`src/rtl/ghost_dir_gen.sv`:
```
// Ghost direction generator: LFSR-driven legal direction picker with frame-based hold.
// Define GHOST_NOREV_EN to forbid reversal unless it is the only free direction.
module ghost_dir_gen #(
   parameter int unsigned START_FRAMES = 60,
   parameter int unsigned HOLD_FRAMES  = 32,
   parameter logic [15:0] LFSR_SEED    = 16'hACE1
) (
   input  logic       Clk,
   input  logic       Reset_n,
   input  logic       frame_clk,
   input  logic       restart,
   input  logic [4:0] mapL,
   input  logic [4:0] mapR,
   input  logic [4:0] mapB,
   input  logic [4:0] mapT,
   output logic [7:0] randomkeycode,
   output logic       dir_valid
);

   typedef enum logic [1:0] {S_WAIT, S_PICK, S_HOLD} state_t;

`ifdef GHOST_NOREV_EN
   localparam logic [7:0] LAST_TRY = 8'd4;
`else
   localparam logic [7:0] LAST_TRY = 8'd3;
`endif

   function automatic logic [1:0] rev_dir(input logic [1:0] d);
      return {d[1], ~d[0]};
   endfunction

   function automatic logic [7:0] dir_code(input logic [1:0] d);
      case (d)
         2'd0:    return 8'h04;
         2'd1:    return 8'h07;
         2'd2:    return 8'h16;
         default: return 8'h1A;
      endcase
   endfunction

   function automatic logic [4:0] map_at(input logic [1:0] d, input logic [4:0] l,
                                         input logic [4:0] r, input logic [4:0] b,
                                         input logic [4:0] t);
      case (d)
         2'd0:    return l;
         2'd1:    return r;
         2'd2:    return b;
         default: return t;
      endcase
   endfunction

   state_t      state, state_nxt;
   logic [15:0] lfsr;
   logic        fsync_p0, fsync_p1, fsync_p2;
   logic        frame_tick;
   logic [7:0]  hold_cnt;
   logic [7:0]  try_cnt;
   logic [1:0]  cur_dir;
   logic [1:0]  pick_start;
   logic [1:0]  cand;
   logic        cand_ok;
   logic        cur_blocked;
   logic        enter_pick, commit, give_up, count_tick;

   // frame_clk crosses into Clk through two flops; third flop forms the edge detect
   always_ff @(posedge Clk or negedge Reset_n) begin
      if (!Reset_n) begin
         fsync_p0 <= 1'b0;
         fsync_p1 <= 1'b0;
         fsync_p2 <= 1'b0;
      end else begin
         fsync_p0 <= frame_clk;
         fsync_p1 <= fsync_p0;
         fsync_p2 <= fsync_p1;
      end
   end

   assign frame_tick = fsync_p1 & ~fsync_p2;

   // Free-running; restart deliberately leaves it alone
   always_ff @(posedge Clk or negedge Reset_n) begin
      if (!Reset_n) lfsr <= LFSR_SEED;
      else          lfsr <= {lfsr[14:0], lfsr[15] ^ lfsr[13] ^ lfsr[12] ^ lfsr[10]};
   end

`ifdef GHOST_NOREV_EN
   logic pass2;
   assign pass2   = (try_cnt == 8'd4);
   assign cand    = pass2 ? rev_dir(cur_dir) : pick_start + try_cnt[1:0];
   assign cand_ok = (map_at(cand, mapL, mapR, mapB, mapT) == 5'd0) &&
                    (pass2 || (cand != rev_dir(cur_dir)));
`else
   assign cand    = pick_start + try_cnt[1:0];
   assign cand_ok = (map_at(cand, mapL, mapR, mapB, mapT) == 5'd0);
`endif

   assign cur_blocked = dir_valid && (map_at(cur_dir, mapL, mapR, mapB, mapT) != 5'd0);

   always_ff @(posedge Clk or negedge Reset_n) begin
      if (!Reset_n) state <= S_WAIT;
      else          state <= state_nxt;
   end

   always_comb begin
      state_nxt = state;
      case (state)
         S_WAIT:  if (frame_tick && (hold_cnt <= 8'd1)) state_nxt = S_PICK;
         S_PICK:  if (cand_ok || (try_cnt >= LAST_TRY)) state_nxt = S_HOLD;
         S_HOLD:  if (frame_tick && (cur_blocked || (hold_cnt <= 8'd1))) state_nxt = S_PICK;
         default: state_nxt = S_WAIT;
      endcase
      if (restart) state_nxt = S_WAIT;
   end

   always_comb begin
      enter_pick = 1'b0;
      commit     = 1'b0;
      give_up    = 1'b0;
      count_tick = 1'b0;
      case (state)
         S_WAIT, S_HOLD: begin
            count_tick = frame_tick;
            enter_pick = (state_nxt == S_PICK);
         end
         S_PICK: begin
            commit  = cand_ok;
            give_up = !cand_ok && (try_cnt >= LAST_TRY);
         end
         default: ;
      endcase
   end

   always_ff @(posedge Clk) begin
      if (enter_pick) pick_start <= lfsr[1:0];
   end

   always_ff @(posedge Clk or negedge Reset_n) begin
      if (!Reset_n) begin
         hold_cnt      <= 8'(START_FRAMES);
         cur_dir       <= 2'd3;
         try_cnt       <= 8'd0;
         randomkeycode <= 8'h00;
         dir_valid     <= 1'b0;
      end else if (restart) begin
         hold_cnt      <= 8'(START_FRAMES);
         cur_dir       <= 2'd3;
         try_cnt       <= 8'd0;
         randomkeycode <= 8'h00;
         dir_valid     <= 1'b0;
      end else begin
         if (count_tick) hold_cnt <= hold_cnt - 8'd1;
         if (enter_pick)          try_cnt <= 8'd0;
         else if (state == S_PICK) try_cnt <= try_cnt + 8'd1;
         if (commit) begin
            randomkeycode <= dir_code(cand);
            dir_valid     <= 1'b1;
            cur_dir       <= cand;
            hold_cnt      <= 8'(HOLD_FRAMES);
         end else if (give_up) begin
            randomkeycode <= 8'h00;
            dir_valid     <= 1'b0;
            hold_cnt      <= 8'd1;
         end
      end
   end

endmodule

```
`config.mk`:
```
export PLATFORM = sky130hd
export DESIGN_NAME = ghost_dir_gen
export DESIGN_NICKNAME = d
export VERILOG_FILES = /design/src/rtl/ghost_dir_gen.sv
export SDC_FILE = /design/constraint.sdc
export NUM_CORES = 1
export LEC_CHECK = 0
export BUFFER_PORTS_ARGS = -buffer_cell sky130_fd_sc_hd__buf_2
export CORE_ASPECT_RATIO = 0.75
export CORE_MARGIN = 8
export CORE_UTILIZATION = 50
export DETAILED_ROUTE_END_ITERATION = 7
export HOLD_SLACK_MARGIN = 0.15
export PLACE_DENSITY_LB_ADDON = 0.2
export SYNTH_ARGS = -nofsm -noshare
export SYNTH_HDL_FRONTEND = slang
export SYNTH_SLANG_ARGS = --single-unit
```
`constraint.sdc`:
```
create_clock -name Clk -period 7.1 [get_ports Clk]
set_clock_uncertainty 0.15 [all_clocks]
set_input_delay 1.42 -clock Clk [delete_from_list [all_inputs] [get_ports Clk]]
set_output_delay 1.42 -clock Clk [all_outputs]
set_load 0.05 [all_outputs]
```
### Word-level counts from Yosys, hierarchy flattened

Cells that the tools add are included.

* $add $sub $neg: 3
* order comparisons: 2
* equality and inequality tests: 7
* muxes and demuxes: 27
* bitwise gates (word level): 5
* reduce and logical (&&, ||, !) cells: 17

Operator list (count)
* $mux W8: 10
* $pmux W5 S3: 3
* $mux W2: 6
* $add A8 B1 Y8 const B: 1
* $eq A2 B1 Y1 const B: 4
* $ge A8 B2 Y1 const B: 1
* $le A8 B1 Y1 const B: 1
* $sub A8 B1 Y8 const B: 1
* $mux W1: 7
* $eq A2 B2 Y1 const B: 3
* $logic_not A2 Y1: 3
* $pmux W2 S3: 1
* $reduce_bool A3 Y1: 2
* $logic_not A5 Y1: 1
* $reduce_bool A5 Y1: 1
* $logic_and A1 B1 Y1: 4
* $reduce_bool A4 Y1: 1
* $xor A1 B1 Y1: 3
* $add A2 B2 Y2: 1
* $logic_or A1 B1 Y1: 2
* $reduce_bool A2 Y1: 1
* $reduce_or A2 Y1: 1
* $and A1 B1 Y1: 1
* $logic_not A1 Y1: 1
* $not A1 Y1: 1

* register bits after elaboration: 50
* bits of input ports: 24
* output and inout port bits: 9
* logic and storage cells: 72

### Logic depth before layout (Yosys ltp)

* depth after elaboration: 13
* mapped depth: 7

### Worst setup path before layout

Ideal clock, no wire load.

* path type: input to register
* start point: in mapB[1]
* end point: reg pick_start[0], enable pin
* setup time: 262 ps
* arrival time: 2645 ps
* required time: 6688 ps
* slack: 4043 ps
* stages: 6
* buffers on the path: 0
* path through: or4_1 -> nor3_1 -> a211oi_1 -> o21a_1 -> o21ai_0 -> nor2_1

* longest elaborated chain between the ends: 10
* elaborated cells on any way between the ends: 14

RTL lines
* start: declaration: line 14 `input logic [4:0] mapB,`
* $pmux W5 S3: line 44 `case (d)`
* $reduce_bool A5 Y1: line 97 `assign cur_blocked = dir_valid && (map_at(cur_dir, mapL, mapR, mapB, mapT) != 5'd0);`
* $logic_and A1 B1 Y1: line 97
* $logic_or A1 B1 Y1: line 109 `S_HOLD: if (frame_tick && (cur_blocked || (hold_cnt <= 8'd1))) state_nxt = S_PICK;`
* $logic_and A1 B1 Y1: line 109
* $mux W2: line 109
* $pmux W2 S3 (*): line 106 `case (state)`
* $mux W2 (*): line 112 `if (restart) state_nxt = S_WAIT;`
* $eq A2 B1 Y1 (*): line 123 `enter_pick = (state_nxt == S_PICK);`
* $mux W1 (*): line 120 `case (state)`
* net enter_pick: line 63 `logic enter_pick, commit, give_up, count_tick;`
* end signal: assignment: line 134 `if (enter_pick) pick_start <= lfsr[1:0];`
* end: declaration: line 59 `logic [1:0] pick_start;`

Mark *: on every way through the listed nets, which the timed path passes. The rest lies on a longest branch.
A chain may end at the register's enable or synchronous reset.

### Worst setup path after layout

* start point: in mapR[1]
* end point: reg pick_start[1], enable pin

* longest elaborated chain between the ends: 10
* elaborated cells on any way between the ends: 14

RTL lines
* start: declaration: line 13 `input logic [4:0] mapR,`
* $pmux W5 S3: line 44
* $reduce_bool A5 Y1: line 97
* $logic_and A1 B1 Y1: line 97
* $logic_or A1 B1 Y1: line 109
* $logic_and A1 B1 Y1: line 109
* $mux W2: line 109
* $pmux W2 S3 (*): line 106
* $mux W2 (*): line 112
* $eq A2 B1 Y1 (*): line 123
* $mux W1 (*): line 120
* net enter_pick: line 63

Marked as above.

==> impl_results.md <==
- MaxCap Viol Count: 0
- Hold Path Depth: 0
- IO Port Bufs: 29
- Number of buffers created by CTS: 5
- Wire length per cell: 15.5 um
- Crit path buf inv count: 1
- Fmax: 328 MHz
- DRC viols: 0
- Met2 WL post-DR: 1.71 mm
- Slew Viols, Final: 0
- Vias in the first global route: 1548
- Max Root-Sink Buffers: 2
- Reg2reg end: hold_cnt[5]$_DFFE_PN1P_
- Vias post-DR: around 1.5k
- CTS tree: done
- Unrepaired setup endpoints after global routing: no
- Pleak: between 1 and 1.5 nW
- Antenna violations before repair: 0
- FF+latch count, synth: 47
- Most common flop cell mapped by yosys: dfrtp_1
- Highest Signal Layer: met4
- Sink Count: 47
- Post-Route Setup TNS: 0 ns
- Synthesis Warnings: 0
- Met1 Routed Length: approximately 2.0 mm
- Die area: 6580 um^2
- First-pass GRT wire length: 7.30 mm
- Initial DRC Count: between 100 and 150
- Top Ports: 33
- Post-synth EDFFs: 2
- Setup-failing EPs final: 0
- Gr usage total: 0.139
- Hold Path Origin: fsync_p0$_DFF_PN0_
- Routed WL: 4.17 mm
- Starting Density: 0.521
- Max-Slew Margin vs Limit: 0.350
- Area of the multi-input gates: roughly 850 um^2
- Die width: 91.0 um
- Synthesized area: ~2100 um^2
- Post-synth ARST share: 0.957
- Slowest cell on the critical path: or4_1
- Total setup buffers inserted after CTS: 0
- CP Launch Type: input port
- PwrDens: 210 nW/um^2
- Row Count: 20
- NetSw: 113 uW
- Mapped Cells: 182
- Avg Vias per Cell: about 5.5
- Clk pwr share: 0.382
- Tmin final: 3.05 ns
- Share of the yosys chip area belonging to registers: 0.570
- Final period util: 0.430
- Commonest non-fill, non-tap cell in the layout: dfrtp_1
- Resize count post-CTS: 0
- Hold-critical path endpoint: fsync_p1$_DFF_PN0_
- Hold_buf cts: 0
- Worst Setup End Kind: flop
- Worst-path fanout max: 3
- Crit-path leading delay family: simple AND/OR/NAND/NOR gates
- R2R cell count: 7
- Mapped Avg Cell Area: 11.6 um^2
- Reg2Reg Setup Slack: between 4 and 5 ns
- N_diodes: 0
- FF-to-FF Start: try_cnt[0]$_DFFE_PN0P_
- Logic pwr share: 0.066
- Met3 WL post-DR: 377 um
- Depth of the CTS H-tree: 2
- Drt pass-1 iters: 4
- Routed Antenna Nets: 0
- Worst hold slack: 0.201 ns
- GR Overflow Total: 0
- CTS Root Cell: clkbuf_8
- Sequential Power Share: 0.551
- Critical path class: in2reg
- WP data arrival: between 2 and 3 ns
- Share of cells above drive strength 1: 0.304
- CP peak stage delay: approximately 0.53 ns
- Most Frequent Cell on Critical Path: nor2_1
- Critical Path, Cell by Cell: buf_2 > or4_1 > nor2_1 > a2111oi_0 > o21a_1 > o21ai_0 > nor2_1
- Fill cells: 337
- Nets: 241
- Outcome: finished clean
- Largest net degree at the start of global routing: 46
- Worst VDD drop: 0.171 mV
- Synth cell types: 47
- Area grow syn2layout: 13.6%
- Int Power: a little under 400 uW
- Worst Max-Slew Pin Slew: 0.975 ns
- CP required: 7.00 ns
- Most frequent cells in the layout: 31 x dfrtp_1, 29 x buf_2, 15 x nor2_1
- Final hold vios: 0
- DPL Wire Length: between 2 and 3 mm
- Clock-pin slew on the worst setup and hold paths: 0.08 ns
- Clk_lat worst skew: 0.30 ns
- Switching share of power: 0.224
- Storage cell area: 1200 um^2
- GPL Wtd Cong: 0.886
- Chip height: 72.3 um
- Worst hold path class: reg2reg
- Core Region: 4050 um^2
==> power by group through the flow <==
stage	registers, mW	logic, mW	clock network [mW]
global placement	0.282	0.0324	0
floorplan	0.281	0.0209	0
finish	0.278	0.0334	0.193
CTS	0.277	0.0337	0.198
global route	0.278	0.0381	0.207
detailed placement	0.283	0.0336	0
==> kinds of logic (layout without fill, tap and decap cells) <==
kind of cell	after synthesis	in the layout	share of synthesized area
AOI/OAI and AO/OA	28	28	0.105
xor gates and xnor gates	16	16	0.0664
adders and majority gates	4	4	0.0237
buffers and inverters	13	43	0.0314
DFF	47	47	0.570
muxes	2	2	0.0154
other	1	3	0.00178
and+or+nand+nor	71	71	0.186
==> layer usage <==
metal,GRT usage,vias up
li1,-,700
met1,0.170,709
met2,0.211,55
met3,0.0619,6
met4,0.0561,0
met5,0,-
==> worst max path at each step <==
stage | start | end | depth (start not counted)
finish | mapR[1] | pick_start[1]$_DFFE_PP_ | 7
global route | mapL[2] | pick_start[1]$_DFFE_PP_ | 7
CTS | mapR[1] | pick_start[1]$_DFFE_PP_ | 7
detailed placement | mapR[1] | pick_start[0]$_DFFE_PP_ | 7
global placement | mapT[1] | randomkeycode[0]$_DFFE_PN0P_ | 6
floorplan | mapB[1] | pick_start[0]$_DFFE_PP_ | 6
==> worst register-to-register path: cells and delay by family, from the launching register on <==
kind | cells | cell delay (ns)
xor gates and xnor gates | 2 | 0.57
DFF | 1 | 0.48
muxes | 1 | 0.46
AOI/OAI and AO/OA | 1 | 0.38
adders and majority gates | 1 | 0.25
and+or+nand+nor | 2 | 0.25
==> Yosys cell counts (2+ instances only) <==
cell type  number  share of area
nor3_1         12          0.028
nand2_1        10          0.018
a211oi_1        2         0.0071
o21ai_0         3         0.0071
o211ai_1        2         0.0071
nand3_1        10          0.024
ha_1            4          0.024
edfxtp_1        2          0.028
nor2b_1         2         0.0059
dfrtp_1        31           0.37
nor2_1         15          0.027
xnor2_1         7          0.029
a32o_1          2         0.0095
buf_2           2         0.0047
buf_4           4          0.014
inv_1           6          0.011
xor2_1          9          0.037
nand4_1         2         0.0059
nand2b_1        4          0.012
dfstp_2        14           0.17
or4_1           4          0.014
a2bb2oi_1       2         0.0083
nor4_1          2         0.0059
a22o_2          3          0.014
a21oi_1         6          0.014
==> through the flow <==
step	utilization	area [um^2]	setup WS, ns	cells	power, mW
floorplan	-	2120	4.04	184	0.302
CTS	0.592	2400	4.07	269	0.509
finish	0.592	2400	4.05	269	0.504
detailed placement	0.565	2290	3.77	261	0.316
global placement	0.565	2290	3.84	261	0.315
global route	0.592	2400	3.86	269	0.523
==> layout make-up <==
type | instances | share of cell area
timing repair buffer | 29 | 0.0605
clock inverter | 2 | 0.0156
multi-input combinational | 124 | 0.354
tap | 55 | 0.0287
inverter | 6 | 0.00938
sequential | 47 | 0.502
clock buffer | 6 | 0.0302
==> registers in the layout (all words and copies together) (netlist names) <==
name           flops
lfsr              16
hold_cnt           8
try_cnt            8
randomkeycode      5
cur_dir            2
pick_start         2
state              2
dir_valid          1
fsync_p0           1
fsync_p1           1
fsync_p2           1
Power figures use the tool's default switching activity.
